## config.mk

```make
export PLATFORM = sky130hd
export DESIGN_NAME = ascon_serial_loader_flat
export DESIGN_NICKNAME = d
export VERILOG_FILES = /design/src/rtl/ascon_pkg.sv /design/src/rtl/ascon_serial_loader_if.sv /design/src/rtl/ascon_sipo_field.sv /design/src/rtl/ascon_serial_loader.sv /design/src/flat_wrapper.sv
export SDC_FILE = /design/constraint.sdc
export NUM_CORES = 1
export LEC_CHECK = 0
export BUFFER_PORTS_ARGS = -buffer_cell sky130_fd_sc_hd__buf_2
export CORE_AREA = 2 2 250 252
export DETAILED_ROUTE_END_ITERATION = 8
export DIE_AREA = 0 0 252 254
export GPL_TIMING_DRIVEN = 1
export PLACE_DENSITY = 0.7
export SLEW_MARGIN = 30
export SYNTH_ARGS = -nofsm -noshare
export SYNTH_HDL_FRONTEND = slang
export SYNTH_SLANG_ARGS = --single-unit
```

## constraint.sdc

```tcl
create_clock -name clk -period 18.1 [get_ports clk]
set_input_delay 0.905 -clock clk [delete_from_list [all_inputs] [get_ports clk]]
set_output_delay 0.905 -clock clk [all_outputs]
set_load 0.02 [all_outputs]
```

## src/rtl/ascon_pkg.sv

```systemverilog
// ascon_pkg: shared FSM state type, mode encoding and default operand widths
// for the ASCON serial loader and its interface.
package ascon_pkg;

    localparam int unsigned DEF_K         = 128;
    localparam int unsigned DEF_A_L       = 112;
    localparam int unsigned DEF_TEXT_L    = 128;
    localparam int unsigned NONCE_W       = 128;
    localparam int unsigned TAG_W         = 128;
    localparam int unsigned DEF_START_LEN = 2;

    localparam logic MODE_ENC = 1'b0;
    localparam logic MODE_DEC = 1'b1;

    typedef enum logic [1:0] {
        IDLE  = 2'd0,
        SHIFT = 2'd1,
        START = 2'd2,
        WAIT  = 2'd3
    } loader_state_e;

    // Largest of four widths; sets the number of shift steps per load.
    function automatic int unsigned max4(input int unsigned a, input int unsigned b,
                                         input int unsigned c, input int unsigned d);
        int unsigned m;
        m = a;
        if (b > m) m = b;
        if (c > m) m = c;
        if (d > m) m = d;
        return m;
    endfunction

endpackage

```

## src/rtl/ascon_serial_loader_if.sv

```systemverilog
// ascon_serial_loader_if: serial load bus, core handshake and parallel operand
// bundle between the upstream source, the loader and the ASCON core.
//   slave  : loader side (serial bits / load_start / core_done in, operands out)
//   master : upstream/core side (the reverse)
// Optional LOADER_ABORT_EN adds the abort request line.
interface ascon_serial_loader_if #(
    parameter int unsigned K      = ascon_pkg::DEF_K,
    parameter int unsigned A_L    = ascon_pkg::DEF_A_L,
    parameter int unsigned TEXT_L = ascon_pkg::DEF_TEXT_L
);
    import ascon_pkg::*;

    logic                load_start;
    logic                mode;
    logic                bit_valid;
    logic                key_si;
    logic                nonce_si;
    logic                ad_si;
    logic                text_si;
    logic                tag_si;
    logic                core_done;
`ifdef LOADER_ABORT_EN
    logic                abort;
`endif
    logic [K-1:0]        key;
    logic [NONCE_W-1:0]  nonce;
    logic [A_L-1:0]      associated;
    logic [TEXT_L-1:0]   text;
    logic [TAG_W-1:0]    exp_tag;
    logic                encryption_s;
    logic                decryption_s;
    logic                ready;
    logic                busy;

    modport slave (
        input  load_start, mode, bit_valid, key_si, nonce_si, ad_si, text_si, tag_si, core_done,
`ifdef LOADER_ABORT_EN
        input  abort,
`endif
        output key, nonce, associated, text, exp_tag, encryption_s, decryption_s, ready, busy
    );

    modport master (
        output load_start, mode, bit_valid, key_si, nonce_si, ad_si, text_si, tag_si, core_done,
`ifdef LOADER_ABORT_EN
        output abort,
`endif
        input  key, nonce, associated, text, exp_tag, encryption_s, decryption_s, ready, busy
    );

endinterface

```

## src/rtl/ascon_sipo_field.sv

```systemverilog
// ascon_sipo_field: W-bit serial-in parallel-out register, MSB first.
// Shifts left with si entering the LSB when shift_en is set and step < W,
// so fields narrower than the longest operand stop after W bits.
// Ports: clk, rst (async high), shift_en, step (current shift index), si, q.
module ascon_sipo_field #(
    parameter int unsigned W     = 128,
    parameter int unsigned CNT_W = 8
) (
    input  logic             clk,
    input  logic             rst,
    input  logic             shift_en,
    input  logic [CNT_W-1:0] step,
    input  logic             si,
    output logic [W-1:0]     q
);

    logic [W-1:0] field_q;
    logic [W-1:0] field_d;

    always_comb begin
        field_d = field_q;
        if (shift_en && (32'(step) < W)) begin
            field_d = {field_q[W-2:0], si};
        end
    end

    always_ff @(posedge clk or posedge rst) begin
        if (rst) field_q <= '0;
        else     field_q <= field_d;
    end

    assign q = field_q;

endmodule

```

## src/rtl/ascon_serial_loader.sv

```systemverilog
// ascon_serial_loader: deserialises key, nonce, AD, text and expected tag from
// 1-bit MSB-first lines, then pulses the core's encrypt/decrypt start for
// START_LEN cycles and holds the operands until the core reports done.
// Ports: clk, rst (async high), bus (ascon_serial_loader_if.slave).
// Optional: define LOADER_ABORT_EN to add bus.abort (return to IDLE from any
// busy state; operands keep their partial contents).
module ascon_serial_loader
    import ascon_pkg::*;
#(
    parameter int unsigned K         = DEF_K,
    parameter int unsigned A_L       = DEF_A_L,
    parameter int unsigned TEXT_L    = DEF_TEXT_L,
    parameter int unsigned START_LEN = DEF_START_LEN
) (
    input  logic                 clk,
    input  logic                 rst,
    ascon_serial_loader_if.slave bus
);

    localparam int unsigned MAX   = max4(K, NONCE_W, A_L, TEXT_L);
    localparam int unsigned CNT_W = $clog2(MAX + 1);

    loader_state_e    state_q, state_d;
    logic [CNT_W-1:0] cnt_q, cnt_d;
    logic             mode_q, mode_d;
    logic             enc_q, enc_d;
    logic             dec_q, dec_d;
    logic             ready_q, ready_d;
    logic             busy_q, busy_d;
    logic             shift_en;

    // Next state; the counter indexes shift steps in SHIFT and start cycles in START.
    always_comb begin
        state_d  = state_q;
        cnt_d    = cnt_q;
        mode_d   = mode_q;
        shift_en = 1'b0;
        case (state_q)
            IDLE: begin
                if (bus.load_start) begin
                    mode_d  = bus.mode;
                    cnt_d   = '0;
                    state_d = SHIFT;
                end
            end
            SHIFT: begin
                if (bus.bit_valid) begin
                    shift_en = 1'b1;
                    if (cnt_q == CNT_W'(MAX - 1)) begin
                        cnt_d   = '0;
                        state_d = START;
                    end else begin
                        cnt_d = cnt_q + CNT_W'(1);
                    end
                end
            end
            START: begin
                if (cnt_q == CNT_W'(START_LEN - 1)) begin
                    cnt_d   = '0;
                    state_d = WAIT;
                end else begin
                    cnt_d = cnt_q + CNT_W'(1);
                end
            end
            WAIT: begin
                if (bus.core_done) state_d = IDLE;
            end
            default: state_d = IDLE;
        endcase
`ifdef LOADER_ABORT_EN
        // Abort overrides every other transition outside IDLE.
        if (bus.abort && (state_q != IDLE)) begin
            state_d  = IDLE;
            cnt_d    = '0;
            shift_en = 1'b0;
        end
`endif
        // Start outputs follow the next state so they rise on the final shift edge.
        enc_d   = (state_d == START) && (mode_q == MODE_ENC);
        dec_d   = (state_d == START) && (mode_q == MODE_DEC);
        ready_d = (state_d == IDLE);
        busy_d  = (state_d != IDLE);
    end

    always_ff @(posedge clk or posedge rst) begin
        if (rst) begin
            state_q <= IDLE;
            cnt_q   <= '0;
            mode_q  <= MODE_ENC;
            enc_q   <= 1'b0;
            dec_q   <= 1'b0;
            ready_q <= 1'b0;
            busy_q  <= 1'b0;
        end else begin
            state_q <= state_d;
            cnt_q   <= cnt_d;
            mode_q  <= mode_d;
            enc_q   <= enc_d;
            dec_q   <= dec_d;
            ready_q <= ready_d;
            busy_q  <= busy_d;
        end
    end

    ascon_sipo_field #(.W(K), .CNT_W(CNT_W)) u_key (
        .clk(clk), .rst(rst), .shift_en(shift_en), .step(cnt_q), .si(bus.key_si), .q(bus.key)
    );
    ascon_sipo_field #(.W(NONCE_W), .CNT_W(CNT_W)) u_nonce (
        .clk(clk), .rst(rst), .shift_en(shift_en), .step(cnt_q), .si(bus.nonce_si), .q(bus.nonce)
    );
    ascon_sipo_field #(.W(A_L), .CNT_W(CNT_W)) u_ad (
        .clk(clk), .rst(rst), .shift_en(shift_en), .step(cnt_q), .si(bus.ad_si), .q(bus.associated)
    );
    ascon_sipo_field #(.W(TEXT_L), .CNT_W(CNT_W)) u_text (
        .clk(clk), .rst(rst), .shift_en(shift_en), .step(cnt_q), .si(bus.text_si), .q(bus.text)
    );
    ascon_sipo_field #(.W(TAG_W), .CNT_W(CNT_W)) u_tag (
        .clk(clk), .rst(rst), .shift_en(shift_en), .step(cnt_q), .si(bus.tag_si), .q(bus.exp_tag)
    );

    assign bus.encryption_s = enc_q;
    assign bus.decryption_s = dec_q;
    assign bus.ready        = ready_q;
    assign bus.busy         = busy_q;

endmodule

```

## src/flat_wrapper.sv

```systemverilog
// flat-port wrapper written by rule: the top's interface ports become plain ports
module ascon_serial_loader_flat import ascon_pkg::*;
#(
    parameter int unsigned K         = DEF_K,
    parameter int unsigned A_L       = DEF_A_L,
    parameter int unsigned TEXT_L    = DEF_TEXT_L,
    parameter int unsigned START_LEN = DEF_START_LEN
)
  (clk, rst, bus_load_start, bus_mode, bus_bit_valid, bus_key_si, bus_nonce_si, bus_ad_si, bus_text_si, bus_tag_si, bus_core_done, bus_key, bus_nonce, bus_associated, bus_text, bus_exp_tag, bus_encryption_s, bus_decryption_s, bus_ready, bus_busy);
  ascon_serial_loader_if #(.K(K), .A_L(A_L), .TEXT_L(TEXT_L)) bus_i ();
  input  logic clk;
  input  logic rst;
  input wire logic [$bits(bus_i.load_start)-1:0] bus_load_start;
  input wire logic [$bits(bus_i.mode)-1:0] bus_mode;
  input wire logic [$bits(bus_i.bit_valid)-1:0] bus_bit_valid;
  input wire logic [$bits(bus_i.key_si)-1:0] bus_key_si;
  input wire logic [$bits(bus_i.nonce_si)-1:0] bus_nonce_si;
  input wire logic [$bits(bus_i.ad_si)-1:0] bus_ad_si;
  input wire logic [$bits(bus_i.text_si)-1:0] bus_text_si;
  input wire logic [$bits(bus_i.tag_si)-1:0] bus_tag_si;
  input wire logic [$bits(bus_i.core_done)-1:0] bus_core_done;
  output wire logic [$bits(bus_i.key)-1:0] bus_key;
  output wire logic [$bits(bus_i.nonce)-1:0] bus_nonce;
  output wire logic [$bits(bus_i.associated)-1:0] bus_associated;
  output wire logic [$bits(bus_i.text)-1:0] bus_text;
  output wire logic [$bits(bus_i.exp_tag)-1:0] bus_exp_tag;
  output wire logic [$bits(bus_i.encryption_s)-1:0] bus_encryption_s;
  output wire logic [$bits(bus_i.decryption_s)-1:0] bus_decryption_s;
  output wire logic [$bits(bus_i.ready)-1:0] bus_ready;
  output wire logic [$bits(bus_i.busy)-1:0] bus_busy;
  assign bus_i.load_start = bus_load_start;
  assign bus_i.mode = bus_mode;
  assign bus_i.bit_valid = bus_bit_valid;
  assign bus_i.key_si = bus_key_si;
  assign bus_i.nonce_si = bus_nonce_si;
  assign bus_i.ad_si = bus_ad_si;
  assign bus_i.text_si = bus_text_si;
  assign bus_i.tag_si = bus_tag_si;
  assign bus_i.core_done = bus_core_done;
  assign bus_key = bus_i.key;
  assign bus_nonce = bus_i.nonce;
  assign bus_associated = bus_i.associated;
  assign bus_text = bus_i.text;
  assign bus_exp_tag = bus_i.exp_tag;
  assign bus_encryption_s = bus_i.encryption_s;
  assign bus_decryption_s = bus_i.decryption_s;
  assign bus_ready = bus_i.ready;
  assign bus_busy = bus_i.busy;
  ascon_serial_loader #(.K(K), .A_L(A_L), .TEXT_L(TEXT_L), .START_LEN(START_LEN)) u_core (.clk(clk), .rst(rst), .bus(bus_i));
endmodule
```

---- Yosys cells after proc, flatten, opt, wreduce, memory -nomap -nowiden ----
Cells that the tools add are included.
Widths: inputs -> output; s select.
storage, ports and cells
  bits in registers ....................... 639
  input bits .............................. 11
  logic and storage cells ................. 47
operators by class
  add/sub/neg operators ................... 1
  magnitude comparators ................... 2
  eq/ne operators ......................... 8
  muxes and demuxes ....................... 13
  bitwise logic cells ..................... 1
  reductions and logical operators ........ 10
operators with widths
  operator             count
  $mux 8               4
  $pmux 8 s3           1
  $mux 2               5
  $add 8x1->8 const B  1
  $eq 8x1->1 const B   1
  $eq 8x7->1 const B   1
  $lt 8x7->1 const B   1
  $lt 8x8->1 const B   1
  $pmux 2 s4           1
  $eq 2x2->1 const B   3
  $logic_and 1x1->1    4
  $logic_not 2->1      2
  $ne 2x2->1 const B   2
  $reduce_and 3->1     1
  $reduce_bool 3->1    1
  $eq 2x1->1 const B   1
  $mux 1               2
  $reduce_and 2->1     1
  $reduce_bool 2->1    1
  $not 1->1            1

---- Logic depth before layout (Yosys ltp) ----
Gate-level depths: netlist (run 1).
  depth after elaboration ................. 6
  depth in mapped cells ................... 8
  gate-level depth less buffers ........... 6

---- By module ----
A second synthesis (run 1) with hierarchy kept.
second synthesis, totals
  cells, all modules ...................... 1421
  area total of the unflattened synthesis .. 26281.5 µm²
by module, submodules not included
  module                               instances  cells an instance  area each (µm²)
  ascon_sipo_field (u_core.u_key ...)  4          272                5202.5
  ascon_sipo_field (u_core.u_ad)       1          239                4514.3
  ascon_serial_loader                  1          94                 957.2

---- Worst setup path before layout (run 1) ----
No wires, ideal clock.
  path type ............................... input to register
  from .................................... input port bus_bit_valid
  to ...................................... register u_core.u_ad.field_q[0] (netlist: u_core.u_ad.q[0])
  library setup time ...................... 0.125 ns
  arrival time ............................ 1.926 ns
  data required time ...................... 17.975 ns
  path slack .............................. 16.049 ns
  stages on the path ...................... 7
  path buffers ............................ 3
  cell sequence ........................... inv_1 nor3b_2 buf_2 nand2_2 buf_6 buf_6 mux2_4
on the way
  word-level cells in the longest chain between the ends .. 3
ends and longest elaborated chain
  what                    RTL line                   RTL
  start: declaration      flat_wrapper.sv:15         input wire logic [$bits(bus_i.bit_valid)-1:0] bus_bit_valid;
  $mux 1                  ascon_serial_loader.sv:47  if (bus.bit_valid) begin
  $mux 1                  ascon_serial_loader.sv:38  case (state_q)
  $logic_and 1x1->1       ascon_sipo_field.sv:22     if (shift_en && (32'(step) < W)) begin
  end signal: assignment  ascon_sipo_field.sv:29     else field_q <= field_d;
  end: declaration        ascon_sipo_field.sv:17     logic [W-1:0] field_q;
No other way between the ends.
A chain may end at the register's enable or synchronous reset.

---- Worst setup path in the final report (run 1) ----
  from .................................... register u_core.state_q[1]
  to ...................................... register u_core.u_nonce.field_q[119] (netlist: u_core.u_nonce.q[119])
on the way
  word-level cells in the longest chain between the ends .. 3
ends and longest elaborated chain
  what                      RTL line                   RTL
  start: declaration        ascon_serial_loader.sv:23  loader_state_e state_q, state_d;
  start signal: assignment  ascon_serial_loader.sv:95  state_q <= state_d;
  $eq 2x1->1                ascon_serial_loader.sv:38
  $mux 1                    ascon_serial_loader.sv:38
  $logic_and 1x1->1         ascon_sipo_field.sv:22
  end signal: assignment    ascon_sipo_field.sv:29
  end: declaration          ascon_sipo_field.sv:17
No other way between the ends.

==> results of run 1 <==
[flip-flops by register name, indices dropped and copies added (netlist names)]
signal,count
u_core.mode_q,1
u_core.bus.decryption_s,1
u_core.u_text.q,128
u_core.u_nonce.q,128
u_core.bus.busy,1
u_core.bus.ready,1
u_core.state_q,2
u_core.cnt_q,8
u_core.bus.encryption_s,1
u_core.u_tag.q,128
u_core.u_key.q,128
u_core.u_ad.q,112
[power breakdown]
part | internal (mW) | switching, mW
Sequential | 1.51 | 0.0670
Combinational | 0.164 | 0.456
Clock | 0.823 | 0.580
[final timing paths]
| check | start | to | slack, ns |
|---|---|---|---|
| max | u_core.state_q[1] | u_core.u_nonce.q[119] | 14.74 |
| min | rst | u_core.u_nonce.q[91] | 0.39 |
| max reg2reg | u_core.state_q[1] | u_core.u_nonce.q[119] | 14.74 |
| min reg2reg | u_core.mode_q | u_core.bus.encryption_s | 0.45 |
| max in group asynchronous | rst | u_core.u_tag.q[5] | 15.54 |
| min in group clk | u_core.mode_q | u_core.bus.encryption_s | 0.45 |
[cells in the final DEF, fill, tap and decap left out, drive strengths merged, types with 2 or more instances in the layout]
cell type,n
a21oi,4
nand2,1546
o21ai,5
nor3,7
buf,655
inv,8
and3,2
or2,2
clkinvlp,2
mux2,113
mux2i,2
nand3,3
dfrtp,639
clkbuf,105
nor3b,2
nor2,7
ha,6
o211ai,2
nor2b,2
clkinv,8
bufinv,3
o31a,3
[critical path, cell delays in order (launching register included)]
cell and delay [ns]:
dfrtp_1 0.41, inv_1 0.10, ha_1 0.30, nor3b_4 0.58, buf_6 0.66, buf_12 0.49
nand2_1 0.18, nand2_1 0.10
[through the flow]
| stage | instances | hold slack [ns] |
|---|---|---|
| 2_1_floorplan | 2491 | 0.4184 |
| 3_3_place_gp | 3806 | 0.4457 |
| 3_5_place_dp | 3807 | 0.4493 |
| 4_1_cts | 3927 | 0.3782 |
| 5_1_grt | 3930 | 0.4256 |
| 6_report | 3930 | 0.3876 |
[cell type report]
cell class	instances	area (sq um)
timing repair buffer	655	3458
tap	790	988.4
sequential	639	15990
multi-input combinational	1719	7821
fill	5599	30700
antenna	1	2.502
clock inverter	15	240.2
clock buffer	105	2024
inverter	6	26.28
[kinds of logic (layout without fill, tap and decap cells)]
family / after synthesis / count (layout) / synth area share (%)
compound gates: 20 / 20 / 0.5519
buf+inv: 133 / 781 / 2.836
simple gates: 1578 / 1578 / 24.50
flops: 639 / 639 / 65.30
other cells: 0 / 1 / 0
fa+ha+maj: 6 / 6 / 0.3066
mux: 115 / 115 / 6.505
[metal layers]
layer	share of wire, %	GRT usage (%)	up-vias
met5	0	0	-
met4	2.3	6.407	0
met3	8.2	6.217	88
met2	47	30.31	565
met1	42	25.15	8913
li1	-	-	8842
==> results by group, run 1 <==
Floorplan
  – Core footprint: ~0.061 sq mm
  – DIE AREA: between 0.06 and 0.07 sq mm
  – Die W: between 200 and 300 microns
  – Die height: 254 microns
  – # IOs: 639
  – Cell Rows: 91
  – Starting density of the core: 39.97%

Clock network
  – Hold buffers post-CTS: 0
  – Setup bufs post-CTS: 0
  – Later-pin clock latency in the skew report: about 0.6 ns
  – Post-CTS resize count: 0
  – CTS Buf Count: 69
  – CTS Root Cell: clkbuf_16
  – Clock sinks: about 640
  – CTS max path bufs: 3
  – CTS H-tree lvls: 3
  – CTS tree: yes
  – Clk slew on worst S/H paths: 0.06 ns

Power
  – Leak: 18.90 nW
  – Pwr Density: ~120 mW/mm^2
  – Total Power: ~3.6 mW
  – Peak supply drop: a little under 80 uV

Critical path
  – Critical Path RT: ~19 ns
  – Crit end category: flop
  – Max FO, Critical Path: approximately 210
  – Crit Path Category: reg2reg
  – WP data arrival: a little under 4 ns
  – Crit start category: flop
  – R2R cell count: 7

Synthesis
  – Syn Std Cell Area: between 0.02 and 0.025 sq mm
  – Cell accounting for the most synthesized area: dfrtp_1
  – Yosys reg bits: around 640
  – Cell count after synthesis: between 2000 and 2500
  – Syn_nets: between 2000 and 3000
  – Post-synth top cells: nand2_1, dfrtp_1, buf_2, mux2_4, mux2_2
  – Top_reg_cell synth: dfrtp_1
  – Post-synth EDFFs: 0
  – Netlist cell types: 39
  – Share of the synthesized area in the top cell type: about two thirds
  – Post-synth ARST share: 100.0%
  – Largest cells by area after synthesis: dfrtp_1, nand2_1, mux2_4, buf_2, mux2_2
  – Avg Cell Area, Syn: slightly below 10 sq um
  – Yosys synthesis warning count: 0
  – Seq/Total Area, Yosys: between 60 and 70%
  – Most frequent cell after synthesis: nand2_1

Timing
  – Setup_tns: 0 ns
  – Clock Skew: 0.02898 ns
  – Worst rel slew slack: a little under a quarter
  – Maximum clock frequency: approximately 300 MHz
  – RSZ-0062 raised after global routing: false
  – Final Max Tran Viols: 0
  – Worst slew pin tran: ~1.1 ns
  – # setup viols final: 0
  – Setup ws final: between 10 and 15 ns
  – Final critical path time including I/O delays and setup: approximately 3.4 ns
  – Period utilization: a little under a fifth
  – Final Hold Viols: 0

GRT
  – Vias in the first global route: approximately 17000
  – Total congestion overflow: 0
  – Pin count of the biggest net entering global routing: roughly 210
  – All-Layer GR Usage: roughly 19%
  – Initial antenna violation count: 1
  – First-pass GRT wire length: around 100000 microns

Status
  – Status: completed

Placement
  – DP HPWL: ~43000 microns
  – Pre-CTS WS: 14.33 ns
  – GP Congestion: between 0.8 and 0.9
  – DP Area: around 0.028 sq mm
  – Number of port buffers: roughly 640

Final layout
  – Design Area, Final: roughly 0.031 sq mm
  – Area growth syn-to-layout: 24.77%
  – Share of cells above drive strength 1: 27.75%
  – Fin util: between 40% and 50%
  – Final nets: 3107

Job
  – Max-cap viol count: 0

Route
  – WL per Instance: 16.21 microns
  – Vias per cell: around 4.7
  – Post-DRT Antenna Nets: 0
  – Final wirelength: 63720 microns
  – Via total after detailed routing: roughly 18000
  – DRT Pass-1 Iters: 5
  – Initial drt markers: 1503
  – Residual DRC: 0

Hold path
  – Min-Delay Path Class: in2async
Power figures use the tool's default switching activity.
==> run 2: changes to the inputs <==
- clock period: 18.1 -> 2.69 ns (I/O delays scaled with it)
==> results by group, run 2 (synthesis gave the netlist of run 1 again) <==
Final layout
  – Area growth syn-to-layout: 27.40%
  – Most frequent cells in the layout: nand2_1, dfrtp_1, buf_2
  – Commonest non-fill, non-tap cell in the layout: nand2_1
  – Non-filler cells, final: roughly 4000
  – Share of cells above drive strength 1: between 20% and 30%
  – # fillers: around 5600
  – Final nets: ~3200
  – Diodes inserted: 0

Floorplan
  – Cell Rows: 91
  – Core footprint: about 0.061 sq mm
  – Die W: approximately 250 microns
  – Die height: approximately 250 microns
  – Starting density of the core: 39.97%
  – DIE AREA: approximately 0.064 sq mm
  – # IOs: about 640

Route
  – Residual DRC: 0
  – Post-DRT Antenna Nets: 0
  – Initial drt markers: approximately 1300
  – WL per Instance: around 17 microns
  – Final wirelength: between 60000 and 70000 microns
  – Vias per cell: around 4.7
  – DRT Pass-1 Iters: 5
  – Via total after detailed routing: ~19000

Placement
  – Pre-CTS WS: between 0.4 and 0.5 ns
  – GP Congestion: a little over 0.8
  – Dpl cells: slightly below 4000
  – Number of port buffers: 638
  – DP HPWL: 45740 microns

Critical path
  – Crit start category: flop
  – WP data arrival: ~2.8 ns
  – R2R cell count: 6
  – Critical Path RT: about 3.2 ns
  – Crit Path Category: reg2reg
  – Crit end category: flop
  – Max FO, Critical Path: 35

Timing
  – # setup viols final: 0
  – Final Hold Viols: 0
  – Maximum clock frequency: approximately 430 MHz
  – Worst rel slew slack: 60.04%
  – Period utilization: between 80% and 90%
  – Setup ws final: around 0.38 ns
  – Clock Skew: 0.01584 ns
  – Worst slew pin tran: roughly 0.60 ns
  – Final hold slack: 0.1724 ns
  – Final Max Tran Viols: 0
  – RSZ-0062 raised after global routing: false
  – Final critical path time including I/O delays and setup: approximately 2.3 ns

Power
  – Leak: 19.26 nW
  – Pwr Density: ~800 mW/mm^2
  – Total Power: 25.01 mW
  – Peak supply drop: between 500 and 600 uV

GRT
  – Initial antenna violation count: 0
  – All-Layer GR Usage: 20.01%
  – First-pass GRT wire length: between 100000 and 150000 microns
  – Vias in the first global route: between 15000 and 20000
  – Total congestion overflow: 0
  – Pin count of the biggest net entering global routing: roughly 110

Clock network
  – Clk slew on worst S/H paths: around 0.06 ns
  – CTS tree: yes
  – Post-CTS resize count: 0
  – CTS max path bufs: 3
  – CTS Buf Count: 70
  – Clock sinks: between 600 and 700
  – CTS Root Cell: clkbuf_16
  – Later-pin clock latency in the skew report: about 0.6 ns
  – CTS H-tree lvls: 3
  – Setup bufs post-CTS: 0

Hold path
  – Min-Delay Path Class: in2async

Status
  – Status: completed

Job
  – Max-cap viol count: 0
[run 2: report_power, final]
group,switching (mW),internal (mW)
clock,3.95,5.94
combinational,3.15,1.32
sequential,0.481,10.2
total,7.58,17.4
[run 2: layout make-up]
class / count / area (sq um) / area share (%)
multi-input cells: 1719 / 7821 / 25.07
flip-flops and latches: 639 / 15990 / 51.26
repair buffers: 703 / 3956 / 12.68
inverters: 6 / 26.28 / 0.08423
well taps: 790 / 988.4 / 3.168
clock buffers: 104 / 2102 / 6.738
clock inverters: 22 / 311.5 / 0.9987
[run 2: final timing paths]
check	to	slack (ns)	start
worst max register to register	u_core.u_ad.q[28]	0.38	u_core.state_q[1]
worst min-delay path	u_core.u_tag.q[100]	0.17	rst
min in group clk	u_core.cnt_q[4]	0.18	bus_bit_valid
worst max-delay path	u_core.u_ad.q[28]	0.38	u_core.state_q[1]
worst min register to register	u_core.bus.encryption_s	0.45	u_core.mode_q
max in group asynchronous	u_core.u_text.q[64]	1.61	rst
[run 2: stage by stage]
stage	utilization (%)	TNS [ns]	instance area, sq um
2_1_floorplan	-	-3944.70	24490
3_3_place_gp	46.82	0	28680
3_5_place_dp	46.82	0	28680
4_1_cts	50.93	0	31200
5_1_grt	50.93	0	31200
6_report	50.93	0	31200
[run 2: repair_timing]
item                       CTS  global route
setup endpoints to repair    0             0
hold buffers                10             0
hold endpoints to repair    21             0
[run 2: critical path, cell delays in order, from the launching register on]
cell and delay (ns):
dfrtp_1 0.41, inv_1 0.10, ha_1 0.27, nor3b_4 0.42, nand2_8 0.28, buf_12 0.31, mux2_4 0.32
[run 2: routing by layer]
metal | GRT usage [%] | share of wire, % | up-vias
li1 | - | - | 8964
met1 | 25.59 | 41 | 9166
met2 | 32.34 | 48 | 608
met3 | 6.279 | 7.9 | 124
met4 | 6.577 | 2.8 | 0
met5 | 0 | 0 | -
==> run 3: changes to the inputs <==
- PLACE_DENSITY: 0.7 -> 0.66
==> results by group, run 3 (synthesis gave the netlist of run 1 again) <==
Timing
  – Period utilization: 85.65%
  – Clock Skew: between 0.03 and 0.04 ns
  – Setup ws final: 0.3861 ns
  – Setup_tns: 0 ns
  – Worst rel slew slack: 48.36%
  – RSZ-0062 raised after global routing: false
  – Final hold slack: between 0.07 and 0.08 ns
  – Final Hold Viols: 0
  – Maximum clock frequency: ~430 MHz
  – Worst slew pin tran: between 0.7 and 0.8 ns
  – Final critical path time including I/O delays and setup: about 2.3 ns
  – Final Max Tran Viols: 0
  – # setup viols final: 0

Critical path
  – Cell-by-cell trace of the critical path: inv_1, ha_1, nor3b_4, buf_12, buf_4, nand2_1, nand2_1
  – Slowest CP cell: buf_4
  – WP data arrival: between 2 and 3 ns
  – Crit path top cell by count: nand2_1
  – CP max stage delay: between 0.4 and 0.5 ns
  – Crit Path Category: reg2reg
  – Crit end category: flop
  – Max FO, Critical Path: between 60 and 70
  – Critical Path RT: between 3 and 4 ns
  – Crit start category: flop

Floorplan
  – Die W: between 200 and 300 microns
  – Starting density of the core: between 30% and 40%
  – Die height: between 200 and 300 microns
  – Cell Rows: around 90
  – DIE AREA: between 0.06 and 0.07 sq mm
  – # IOs: about 640
  – Core footprint: a little over 0.06 sq mm

Clock network
  – CTS max path bufs: 3
  – CTS H-tree lvls: 3
  – Later-pin clock latency in the skew report: 0.60 ns
  – Clk slew on worst S/H paths: roughly 0.060 ns
  – CTS Root Cell: clkbuf_16
  – CTS tree: yes
  – Clock sinks: 639
  – Post-CTS resize count: 0
  – CTS Buf Count: 70

Route
  – Residual DRC: 0
  – Post-DRT Antenna Nets: 0
  – Final wirelength: roughly 66000 microns
  – Via total after detailed routing: 18610
  – Vias per cell: roughly 4.7
  – DRT Pass-1 Iters: 5
  – WL per Instance: about 17 microns
  – Initial drt markers: about 1500

Power
  – Total Power: about 25 mW
  – Peak supply drop: 483.6 uV
  – Leak: 19.18 nW
  – Pwr Density: approximately 800 mW/mm^2

Final layout
  – Area growth syn-to-layout: 26.85%
  – Diodes inserted: 0
  – # fillers: 5564
  – Fin util: slightly above 50%
  – Most frequent cells in the layout: nand2_1, dfrtp_1, buf_2
  – Final nets: approximately 3100
  – Commonest non-fill, non-tap cell in the layout: nand2_1
  – Share of cells above drive strength 1: 28.60%

Hold path
  – Min-Delay Path Class: in2async

Job
  – Max-cap viol count: 0

Placement
  – GP Congestion: 0.8194
  – Pre-CTS WS: between 0.4 and 0.5 ns
  – DP HPWL: 45310 microns
  – Number of port buffers: between 600 and 700

GRT
  – Pin count of the biggest net entering global routing: ~140
  – Vias in the first global route: 17910
  – Total congestion overflow: 0
  – All-Layer GR Usage: about a fifth
  – First-pass GRT wire length: between 100000 and 150000 microns
  – Initial antenna violation count: 0

Status
  – Status: completed
run 3: per-layer routing:
metal / GRT usage [%] / up-vias / share of wire [%]
li1: - / 8921 / -
met1: 25.66 / 8981 / 41
met2: 32.03 / 593 / 48
met3: 6.094 / 111 / 8.0
met4: 7.117 / 0 / 2.8
met5: 0 / - / 0
run 3: final cells by class:
| class | count | area [sq um] | area share (%) |
|---|---|---|---|
| sequential | 639 | 15990 | 51.48 |
| clock buffer | 96 | 1999 | 6.437 |
| timing repair buffer | 691 | 3891 | 12.53 |
| clock inverter | 24 | 342.8 | 1.104 |
| inverter | 6 | 26.28 | 0.08460 |
| tap | 790 | 988.4 | 3.182 |
| multi-input combinational | 1719 | 7821 | 25.18 |
run 3: path summary, 6_finish.rpt:
kind,from,endpoint,slack [ns],depth (start not counted)
setup reg to reg,u_core.state_q[1],u_core.u_text.q[102],0.39,7
hold / removal,rst,u_core.u_nonce.q[53],0.07,3
max in group asynchronous,rst,u_core.u_ad.q[7],1.55,4
setup / recovery,u_core.state_q[1],u_core.u_text.q[102],0.39,7
min in group clk,bus_bit_valid,u_core.cnt_q[4],0.17,5
hold reg to reg,u_core.mode_q,u_core.bus.encryption_s,0.46,1
run 3: stage by stage:
| stage | cells | instance area [sq um] |
|---|---|---|
| after floorplan | 2491 | 24490 |
| after global placement | 3835 | 28620 |
| after detailed placement | 3835 | 28620 |
| after CTS | 3965 | 31060 |
| after global routing | 3965 | 31060 |
| final | 3965 | 31060 |
run 3: report_power, final:
part	switching, mW	internal (mW)
clock network	3.89	5.88
registers	0.471	10.2
logic	3.13	1.32
total	7.49	17.4
run 3: timing repair:
action | 4_1_cts | 5_1_grt
buffers inserted | 0 | 0
endpoints found under the setup margin | 0 | 0
hold endpoints to repair | 158 | 0
hold buffers | 10 | 0
run 3: worst max-delay path: cells and delay by family, from the launching register on:
kind,cells,cell delay (ns)
buf+inv,3,0.90
simple gates,3,0.56
flops,1,0.41
fa+ha+maj,1,0.27
